**src/rtl/hid_kbd_pkg.sv**
```systemverilog
// Shared HID boot-keyboard definitions: register map, modifier masks, scancodes and the
// ASCII-to-scancode lookup (inverse of the host-side scancode2char).
package hid_kbd_pkg;

    localparam logic [7:0] REG_DATA  = 8'h00;
    localparam logic [7:0] REG_COUNT = 8'h01;
    localparam logic [7:0] REG_CTRL  = 8'h02;
    localparam logic [7:0] REG_DROP  = 8'h03;

    localparam logic [7:0] SHIFT_MASK = 8'h22;
    localparam logic [7:0] CTRL_MASK  = 8'h11;
    localparam logic [7:0] LSHIFT     = 8'h02;
    localparam logic [7:0] LCTRL      = 8'h01;
    localparam logic [7:0] MOD_NONE   = 8'h00;

    localparam logic [7:0] KEY_A     = 8'h04;
    localparam logic [7:0] KEY_1     = 8'h1E;
    localparam logic [7:0] KEY_0     = 8'h27;
    localparam logic [7:0] KEY_ENTER = 8'h28;
    localparam logic [7:0] KEY_ESC   = 8'h29;
    localparam logic [7:0] KEY_BKSP  = 8'h2A;
    localparam logic [7:0] KEY_TAB   = 8'h2B;
    localparam logic [7:0] KEY_SPACE = 8'h2C;
    localparam logic [7:0] KEY_RIGHT = 8'h4F;
    localparam logic [7:0] KEY_LEFT  = 8'h50;
    localparam logic [7:0] KEY_DOWN  = 8'h51;
    localparam logic [7:0] KEY_UP    = 8'h52;

    typedef struct packed {
        logic       valid;
        logic [7:0] mod;
        logic [7:0] code;
    } scan_t;

    typedef enum logic [2:0] {
        StIdle,
        StLookup,
        StPress,
        StGap1,
        StRelease,
        StGap2
    } state_e;

    function automatic scan_t char2scancode(input logic [7:0] ch);
        scan_t s;
        s       = '0;
        s.valid = 1'b1;
        if (ch >= 8'h61 && ch <= 8'h7A) begin
            s.code = ch - 8'h61 + KEY_A;
        end else if (ch >= 8'h41 && ch <= 8'h5A) begin
            s.mod  = LSHIFT;
            s.code = ch - 8'h41 + KEY_A;
        end else if (ch == 8'h08) begin
            s.code = KEY_BKSP;
        end else if (ch == 8'h09) begin
            s.code = KEY_TAB;
        end else if (ch == 8'h0D) begin
            s.code = KEY_ENTER;
        end else if (ch >= 8'h01 && ch <= 8'h1A) begin
            s.mod  = LCTRL;
            s.code = ch - 8'h01 + KEY_A;
        end else if (ch >= 8'h31 && ch <= 8'h39) begin
            s.code = ch - 8'h31 + KEY_1;
        end else begin
            // '#' resolves to the unshifted non-US hash key (32), the first table match
            case (ch)
                8'h30: s.code = KEY_0;
                8'h1B: s.code = KEY_ESC;
                8'h20: s.code = KEY_SPACE;
                8'h2D: s.code = 8'h2D;
                8'h3D: s.code = 8'h2E;
                8'h5B: s.code = 8'h2F;
                8'h5D: s.code = 8'h30;
                8'h5C: s.code = 8'h31;
                8'h23: s.code = 8'h32;
                8'h3B: s.code = 8'h33;
                8'h27: s.code = 8'h34;
                8'h60: s.code = 8'h35;
                8'h2C: s.code = 8'h36;
                8'h2E: s.code = 8'h37;
                8'h2F: s.code = 8'h38;
                8'h21: begin s.mod = LSHIFT; s.code = 8'h1E; end
                8'h40: begin s.mod = LSHIFT; s.code = 8'h1F; end
                8'h24: begin s.mod = LSHIFT; s.code = 8'h21; end
                8'h25: begin s.mod = LSHIFT; s.code = 8'h22; end
                8'h5E: begin s.mod = LSHIFT; s.code = 8'h23; end
                8'h26: begin s.mod = LSHIFT; s.code = 8'h24; end
                8'h2A: begin s.mod = LSHIFT; s.code = 8'h25; end
                8'h28: begin s.mod = LSHIFT; s.code = 8'h26; end
                8'h29: begin s.mod = LSHIFT; s.code = 8'h27; end
                8'h5F: begin s.mod = LSHIFT; s.code = 8'h2D; end
                8'h2B: begin s.mod = LSHIFT; s.code = 8'h2E; end
                8'h7B: begin s.mod = LSHIFT; s.code = 8'h2F; end
                8'h7D: begin s.mod = LSHIFT; s.code = 8'h30; end
                8'h7C: begin s.mod = LSHIFT; s.code = 8'h31; end
                8'h3A: begin s.mod = LSHIFT; s.code = 8'h33; end
                8'h22: begin s.mod = LSHIFT; s.code = 8'h34; end
                8'h7E: begin s.mod = LSHIFT; s.code = 8'h35; end
                8'h3C: begin s.mod = LSHIFT; s.code = 8'h36; end
                8'h3E: begin s.mod = LSHIFT; s.code = 8'h37; end
                8'h3F: begin s.mod = LSHIFT; s.code = 8'h38; end
                8'h89: s.code = KEY_RIGHT;
                8'h88: s.code = KEY_LEFT;
                8'h8A: s.code = KEY_DOWN;
                8'h8B: s.code = KEY_UP;
                default: s = '0;
            endcase
        end
        return s;
    endfunction

endpackage

```
**src/rtl/sync_fifo.sv**
```systemverilog
// Single-clock FIFO with flush; flush wins over a same-cycle push or pop.
module sync_fifo #(
    parameter int unsigned DEPTH = 8,
    parameter int unsigned WIDTH = 8
) (
    input  logic                     clk,
    input  logic                     rst_n,
    input  logic                     push,
    input  logic [WIDTH-1:0]         wdata,
    input  logic                     pop,
    input  logic                     flush,
    output logic [WIDTH-1:0]         rdata,
    output logic                     full,
    output logic                     empty,
    output logic [$clog2(DEPTH):0]   count
);
    localparam int unsigned AW = $clog2(DEPTH);

    logic [WIDTH-1:0] mem_q [DEPTH];
    logic [AW-1:0]    wr_ptr_q, rd_ptr_q;
    logic [AW:0]      count_q;
    logic             do_push, do_pop;

    assign full  = (count_q == (AW+1)'(DEPTH));
    assign empty = (count_q == '0);
    assign count = count_q;
    assign rdata = mem_q[rd_ptr_q];

    // A push into a full FIFO still lands if a pop frees a slot in the same cycle
    assign do_pop  = pop & ~empty & ~flush;
    assign do_push = push & (~full | do_pop) & ~flush;

    always_ff @(posedge clk or negedge rst_n) begin
        if (!rst_n) begin
            wr_ptr_q <= '0;
            rd_ptr_q <= '0;
            count_q  <= '0;
        end else if (flush) begin
            wr_ptr_q <= '0;
            rd_ptr_q <= '0;
            count_q  <= '0;
        end else begin
            if (do_push) wr_ptr_q <= wr_ptr_q + AW'(1);
            if (do_pop)  rd_ptr_q <= rd_ptr_q + AW'(1);
            if (do_push && !do_pop)      count_q <= count_q + (AW+1)'(1);
            else if (do_pop && !do_push) count_q <= count_q - (AW+1)'(1);
        end
    end

    always_ff @(posedge clk) begin
        if (do_push) mem_q[wr_ptr_q] <= wdata;
    end

endmodule

```
**src/rtl/hid_report_encoder.sv**
```systemverilog
// ASCII-to-HID boot keyboard encoder: CPU-written ASCII FIFO drained into 8-byte press/release
// reports on a valid/ready byte stream, with an idle gap after each report.
module hid_report_encoder
    import hid_kbd_pkg::*;
#(
    parameter int unsigned FIFO_DEPTH = 8,
    parameter int unsigned GAP_CYCLES = 16
) (
    input  logic       clk_i,
    input  logic       rst_n_i,
    input  logic       cs_i,
    input  logic       R_W_n,
    input  logic [7:0] reg_addr_i,
    input  logic [7:0] data_i,
    output logic [7:0] data_o,
    output logic [7:0] rpt_data_o,
    output logic       rpt_valid_o,
    input  logic       rpt_ready_i,
    output logic       rpt_last_o,
    output logic       busy_o
);
    localparam int unsigned CW = $clog2(FIFO_DEPTH) + 1;
    localparam int unsigned GW = $clog2(GAP_CYCLES + 1);
    localparam logic [GW-1:0] GAP_LAST = GW'(GAP_CYCLES - 1);

    logic          wr_en, push_req, ctrl_wr, flush_req, ovf_clr, pop_req, ovf_set;
    logic [7:0]    fifo_rdata;
    logic          fifo_full, fifo_empty;
    logic [CW-1:0] fifo_count;
    scan_t         head_scan;

    state_e        state_q;
    scan_t         scan_q;
    logic [2:0]    idx_q;
    logic [GW-1:0] gap_q;
    logic [7:0]    drop_cnt_q;
    logic          overflow_q;
    logic [7:0]    rpt_data_q;
    logic          rpt_valid_q, rpt_last_q;

    assign wr_en     = cs_i & ~R_W_n;
    assign push_req  = wr_en & (reg_addr_i == REG_DATA);
    assign ctrl_wr   = wr_en & (reg_addr_i == REG_CTRL);
    assign flush_req = ctrl_wr & data_i[1];
    assign ovf_clr   = ctrl_wr & data_i[0];
    assign pop_req   = (state_q == StIdle) & ~fifo_empty & ~flush_req;
    assign ovf_set   = push_req & fifo_full & ~pop_req & ~flush_req;
    assign head_scan = char2scancode(fifo_rdata);

    sync_fifo #(
        .DEPTH (FIFO_DEPTH),
        .WIDTH (8)
    ) u_fifo (
        .clk   (clk_i),
        .rst_n (rst_n_i),
        .push  (push_req),
        .wdata (data_i),
        .pop   (pop_req),
        .flush (flush_req),
        .rdata (fifo_rdata),
        .full  (fifo_full),
        .empty (fifo_empty),
        .count (fifo_count)
    );

    always_comb begin
        data_o = 8'h00;
        if (cs_i && R_W_n) begin
            unique case (reg_addr_i)
                REG_DATA:  data_o = {5'b0, overflow_q, fifo_full, fifo_empty};
                REG_COUNT: data_o[CW-1:0] = fifo_count;
                REG_DROP:  data_o = drop_cnt_q;
                default:   data_o = 8'h00;
            endcase
        end
    end

    // Set wins over a same-cycle clear so no overflow event is lost
    always_ff @(posedge clk_i or negedge rst_n_i) begin
        if (!rst_n_i) begin
            overflow_q <= 1'b0;
        end else if (ovf_set) begin
            overflow_q <= 1'b1;
        end else if (ovf_clr) begin
            overflow_q <= 1'b0;
        end
    end

    always_ff @(posedge clk_i or negedge rst_n_i) begin
        if (!rst_n_i) begin
            state_q     <= StIdle;
            scan_q      <= '0;
            idx_q       <= '0;
            gap_q       <= '0;
            drop_cnt_q  <= '0;
            rpt_data_q  <= '0;
            rpt_valid_q <= 1'b0;
            rpt_last_q  <= 1'b0;
        end else begin
            unique case (state_q)
                StIdle: begin
                    if (pop_req) begin
                        scan_q  <= head_scan;
                        state_q <= StLookup;
                    end
                end
                StLookup: begin
                    if (scan_q.valid) begin
                        state_q     <= StPress;
                        idx_q       <= '0;
                        rpt_valid_q <= 1'b1;
                        rpt_data_q  <= scan_q.mod;
                        rpt_last_q  <= 1'b0;
                    end else begin
                        state_q <= StIdle;
                        if (drop_cnt_q != 8'hFF) drop_cnt_q <= drop_cnt_q + 8'd1;
                    end
                end
                StPress, StRelease: begin
                    if (rpt_ready_i) begin
                        if (idx_q == 3'd7) begin
                            rpt_valid_q <= 1'b0;
                            rpt_data_q  <= 8'h00;
                            rpt_last_q  <= 1'b0;
                            gap_q       <= '0;
                            state_q     <= (state_q == StPress) ? StGap1 : StGap2;
                        end else begin
                            idx_q      <= idx_q + 3'd1;
                            // Byte 2 of the press report carries the keycode
                            rpt_data_q <= (state_q == StPress && idx_q == 3'd1) ? scan_q.code
                                                                                 : 8'h00;
                            rpt_last_q <= (idx_q == 3'd6);
                        end
                    end
                end
                StGap1, StGap2: begin
                    if (gap_q == GAP_LAST) begin
                        if (state_q == StGap1) begin
                            state_q     <= StRelease;
                            idx_q       <= '0;
                            rpt_valid_q <= 1'b1;
                            rpt_data_q  <= 8'h00;
                            rpt_last_q  <= 1'b0;
                        end else begin
                            state_q <= StIdle;
                        end
                    end else begin
                        gap_q <= gap_q + GW'(1);
                    end
                end
                default: state_q <= StIdle;
            endcase
        end
    end

    assign rpt_data_o  = rpt_data_q;
    assign rpt_valid_o = rpt_valid_q;
    assign rpt_last_o  = rpt_last_q;
    assign busy_o      = (state_q != StIdle) | ~fifo_empty;

endmodule

```
**config.mk**
```make
export PLATFORM = sky130hd
export DESIGN_NAME = hid_report_encoder
export DESIGN_NICKNAME = d
export VERILOG_FILES = /design/src/rtl/hid_kbd_pkg.sv /design/src/rtl/sync_fifo.sv /design/src/rtl/hid_report_encoder.sv
export SDC_FILE = /design/constraint.sdc
export NUM_CORES = 1
export LEC_CHECK = 0
export BUFFER_PORTS_ARGS = -buffer_cell sky130_fd_sc_hd__buf_2
export CAP_MARGIN = 20
export CORE_AREA = 2 2 113 115
export DETAILED_ROUTE_END_ITERATION = 6
export DIE_AREA = 0 0 115 117
export PLACE_DENSITY = 0.72
export SKIP_CTS_REPAIR_TIMING = 1
export SYNTH_ARGS = -nofsm -noshare
export SYNTH_HDL_FRONTEND = slang
export SYNTH_SLANG_ARGS = --single-unit
```
**constraint.sdc**
```tcl
create_clock -name clk_i -period 4.9 [get_ports clk_i]
set_input_delay 1.225 -clock clk_i [delete_from_list [all_inputs] [get_ports clk_i]]
set_output_delay 1.225 -clock clk_i [all_outputs]
set_load 0.02 [all_outputs]
```
==> flow_summary.json <==
{
  "grt_pass1_vias": 4989,
  "via_to_cell_ratio": 6.480,
  "worst-r2r-setup-slack_ns": 0.46,
  "power_leakage_uw": 0.002910,
  "path_buf_inv": 1,
  "most-common-layout-cells": "sky130_fd_sc_hd__edfxtp_1 (64), sky130_fd_sc_hd__nand2_1 (55), sky130_fd_sc_hd__dfrtp_1 (51)",
  "dominantRegCellSynth": "sky130_fd_sc_hd__edfxtp_1",
  "nNetsFinal": 686,
  "setup_failing_eps_final": 0,
  "power_switching_uw": 2146,
  "dr.first_iter.drc_count": 494,
  "rr_endpoint": "scan_q[5]",
  "p_comb_share_pct": 46.3,
  "io_buffers": 39,
  "cap_viol_max_count": 0,
  "seq_area_frac_synth_pct": 48.88,
  "seqCellArea_um2": 3198,
  "floorplan.core_area_um2": 12310,
  "timing.clock.skew_ns": 0.005557,
  "h_tree_depth": 4,
  "clock_tree_buf_depth": 2,
  "grtUsageTotal_pct": 24.78,
  "synth_enable_flop_cells": 64,
  "cts.sink_count": 115,
  "cts_tree": "yes",
  "floorplan.initialDensity_pct": 53.14,
  "critical_path_peak_fanout": 15,
  "synth.avg_cell_area_um2": 10.67,
  "fmax_ghz": 0.2254,
  "synth_fp_nets": 650,
  "power_density_nw_per_um2": 682.3,
  "worstSetupPathDepth": 10,
  "synthCells": 613,
  "clk_pin_slew_ns": 0.05,
  "crit_share_post_route_pct": 90.54,
  "mostFrequentLayoutCell": "sky130_fd_sc_hd__edfxtp_1",
  "failing_checks": "DRC",
  "antenna_cells": 0,
  "p_int_uw": 3025,
  "syn_area_um2": 6543,
  "crit_required_ns": 5.17,
  "timing.critical_path.mode_cell": "sky130_fd_sc_hd__nor2_1",
  "critical_path.startpoint_type": "flip-flop",
  "multiInputGateArea_um2": 3098,
  "clk-insertion-delay-late_ns": 0.41,
  "power.share.switching_pct": 41.51,
  "die_width_um": 115,
  "drc": 1,
  "clockPowerShare_pct": 27.6,
  "drt-total-wl_um": 15760,
  "hold_path.startpoint": "scan_q[6]",
  "finalHoldWorstSlack_ns": 0.4736,
  "worst_slew_margin_rel_pct": 29.83,
  "worst_pin_slew_ns": 1.043,
  "dpl.hpwl_um": 10450,
  "slew_viol_final": 0,
  "count_of_unique_library_cells_instantiated_by_yosys": 74,
  "drt_pass1_iterations": 7,
  "grt_pass1_wl_um": 25660,
  "die_height_um": 117,
  "grt_setup_unrepaired": "false",
  "layout.filler_cells": 952,
  "worst-r2r-cell-count": 10,
  "grt_overflow": 0,
  "drive_above_1_share_pct": 17.67,
  "share_seq_of_total_power_pct": 26.1,
  "critical_path_arrival_ns": 4.71,
  "routed_wire_length_per_instance_um": 19.41,
  "die_area_um2": 13460,
  "maximum_number_of_pins_on_one_net_before_global_route_repair": 52,
  "timing.hold.worst_path_depth": 2,
  "boundaryPins": 40,
  "cts.root.buffer_cell": "sky130_fd_sc_hd__clkbuf_16",
  "timing.setup.tns_ns": 0,
  "endpoint_of_the_worst_hold_timing_path": "scan_q[6]",
  "run_status": "finished, violations left",
  "synth.ff_latch_count": 115,
  "fp-row-count": 41,
  "hp-class": "flip-flop to flip-flop",
  "min_period_ns": 4.436,
  "area_growth_pct": 15.83,
  "cts_made_buffers": 17,
  "finalHoldViolations": 0,
  "power_uw": 5171,
  "timing.critical_path.cells": "mux4_2, mux2i_1, inv_1, ha_1, nor2_1, nor2_1, a222oi_1, nand3b_1, nor4_1, o32ai_1",
  "worst_r2r_startpoint": "u_fifo.rd_ptr_q[0]",
  "route.antenna.remaining_nets": 0,
  "critical_path_class": "flip-flop to flip-flop",
  "finalWeightedCongestion": 1.001,
  "worst_path_largest_cell_delay_ns": 0.77,
  "vias": 5262,
  "grt_antenna_before_repair": 0,
  "timing.critical_path.max_delay_family": "simple AND/OR/NAND/NOR gates",
  "synth-warning-count": 0,
  "worstSetupEndpointType": "flip-flop",
  "worst_path_max_delay_cell": "sky130_fd_sc_hd__a222oi_1",
  "synth-async-reset-ratio_pct": 44.35,
  "worst_ir_drop_vdd_v": 0.0004642
}
==> Yosys cell counts, types with 3 or more instances <==
master | instances | area share [%]
sky130_fd_sc_hd__edfxtp_1 | 64 | 29
sky130_fd_sc_hd__or3_1 | 5 | 0.48
sky130_fd_sc_hd__mux2i_1 | 9 | 1.4
sky130_fd_sc_hd__a221oi_1 | 4 | 0.54
sky130_fd_sc_hd__mux4_1 | 6 | 2.4
sky130_fd_sc_hd__a21o_1 | 4 | 0.46
sky130_fd_sc_hd__dfrtp_1 | 51 | 20
sky130_fd_sc_hd__mux4_2 | 10 | 3.4
sky130_fd_sc_hd__nand3_1 | 27 | 2.1
sky130_fd_sc_hd__a22o_1 | 8 | 1.1
sky130_fd_sc_hd__o31ai_1 | 5 | 0.57
sky130_fd_sc_hd__o2111ai_1 | 3 | 0.40
sky130_fd_sc_hd__a22oi_1 | 4 | 0.46
sky130_fd_sc_hd__ha_1 | 15 | 2.9
sky130_fd_sc_hd__buf_2 | 8 | 0.61
sky130_fd_sc_hd__nand4_1 | 14 | 1.3
sky130_fd_sc_hd__nor3b_1 | 6 | 0.69
sky130_fd_sc_hd__nor3_1 | 32 | 2.4
sky130_fd_sc_hd__a211oi_1 | 7 | 0.80
sky130_fd_sc_hd__o211ai_1 | 6 | 0.69
sky130_fd_sc_hd__clkbuf_1 | 28 | 1.6
sky130_fd_sc_hd__mux2_2 | 8 | 1.4
sky130_fd_sc_hd__inv_1 | 21 | 1.2
sky130_fd_sc_hd__xor2_1 | 4 | 0.54
sky130_fd_sc_hd__nand2b_1 | 10 | 0.96
sky130_fd_sc_hd__o21ai_0 | 34 | 2.6
sky130_fd_sc_hd__nor4_1 | 11 | 1.1
sky130_fd_sc_hd__nor2b_1 | 3 | 0.29
sky130_fd_sc_hd__a21oi_1 | 27 | 2.1
sky130_fd_sc_hd__a32oi_1 | 3 | 0.40
sky130_fd_sc_hd__o22ai_1 | 3 | 0.29
sky130_fd_sc_hd__xnor2_1 | 14 | 1.9
sky130_fd_sc_hd__and3_1 | 3 | 0.29
sky130_fd_sc_hd__nand2_1 | 55 | 3.2
sky130_fd_sc_hd__nand4b_1 | 3 | 0.40
sky130_fd_sc_hd__and2_1 | 5 | 0.48
sky130_fd_sc_hd__nor2_1 | 47 | 2.7
==> flip-flops by register name, summed over array words and instances, names as in the netlist, 4 cells and up <==
name and flops:
u_fifo.mem_q 64, scan_q 11, drop_cnt_q 8, rpt_data_o 8
gap_q 5, u_fifo.count 4
==> cells by family (layout without fill, tap and decap cells) <==
family | Yosys count | count (layout) | synth area share, %
AND/OR/NAND/NOR | 230 | 230 | 17.63
flip-flops | 115 | 115 | 48.88
XOR/XNOR | 18 | 18 | 2.410
AO/OA/AOI/OAI | 135 | 135 | 14.02
buffers and inverters | 61 | 110 | 3.940
multiplexers | 38 | 38 | 9.945
adder cells (fa/ha/maj) | 16 | 16 | 3.175
==> per-layer routing <==
metal  vias to the layer above  track usage (%)  part of all wire [%]
met1                      2525            32.83                    41
met4                         0            11.00                   3.6
met3                        51            5.922                   6.9
li1                       2417                -                     -
met2                       269            39.25                    48
met5                         -                0                     0
==> worst max path at each step <==
stage	startpoint	end	slack [ns]
final	u_fifo.rd_ptr_q[0]	scan_q[5]	0.46
after CTS	u_fifo.rd_ptr_q[0]	scan_q[4]	0.71
after detailed placement	reg_addr_i[3]	u_fifo.count[3]	0.77
after global routing	u_fifo.rd_ptr_q[0]	scan_q[5]	0.36
after floorplan	reg_addr_i[0]	u_fifo.count[3]	1.17
after global placement	u_fifo.rd_ptr_q[0]	scan_q[2]	0.84
==> power groups by stage <==
stage / Sequential [µW] / Clock [µW] / Combinational (µW)
global route: 1370 / 1490 / 2580
finish: 1350 / 1430 / 2400
floorplan: 1300 / 0 / 1820
global placement: 1350 / 0 / 2280
detailed placement: 1360 / 0 / 2300
CTS: 1340 / 1440 / 2330
==> worst min-delay path, stage by stage, from the launching register on <==
cell                      delay, ns
sky130_fd_sc_hd__dfrtp_1       0.34
sky130_fd_sc_hd__nand2_1       0.05
sky130_fd_sc_hd__nand2_1       0.05
==> layout make-up <==
type	instances	area share [%]
Sequential cell	115	42.20
Multi-Input combinational cell	437	40.88
Clock buffer	17	5.613
Timing Repair Buffer	57	4.359
Clock inverter	15	3.434
Tap cell	150	2.476
Inverter	21	1.040
==> metrics by stage <==
step | utilization [%] | instance area [µm²] | std cells | worst slack (ns)
floorplan | - | 6543 | 613 | 1.170
global placement | 55.99 | 6893 | 780 | 0.8443
detailed placement | 55.99 | 6893 | 780 | 0.7676
CTS | 61.55 | 7579 | 812 | 0.7126
global route | 61.55 | 7579 | 812 | 0.3597
finish | 61.55 | 7579 | 812 | 0.4636
Power figures use the tool's default switching activity.
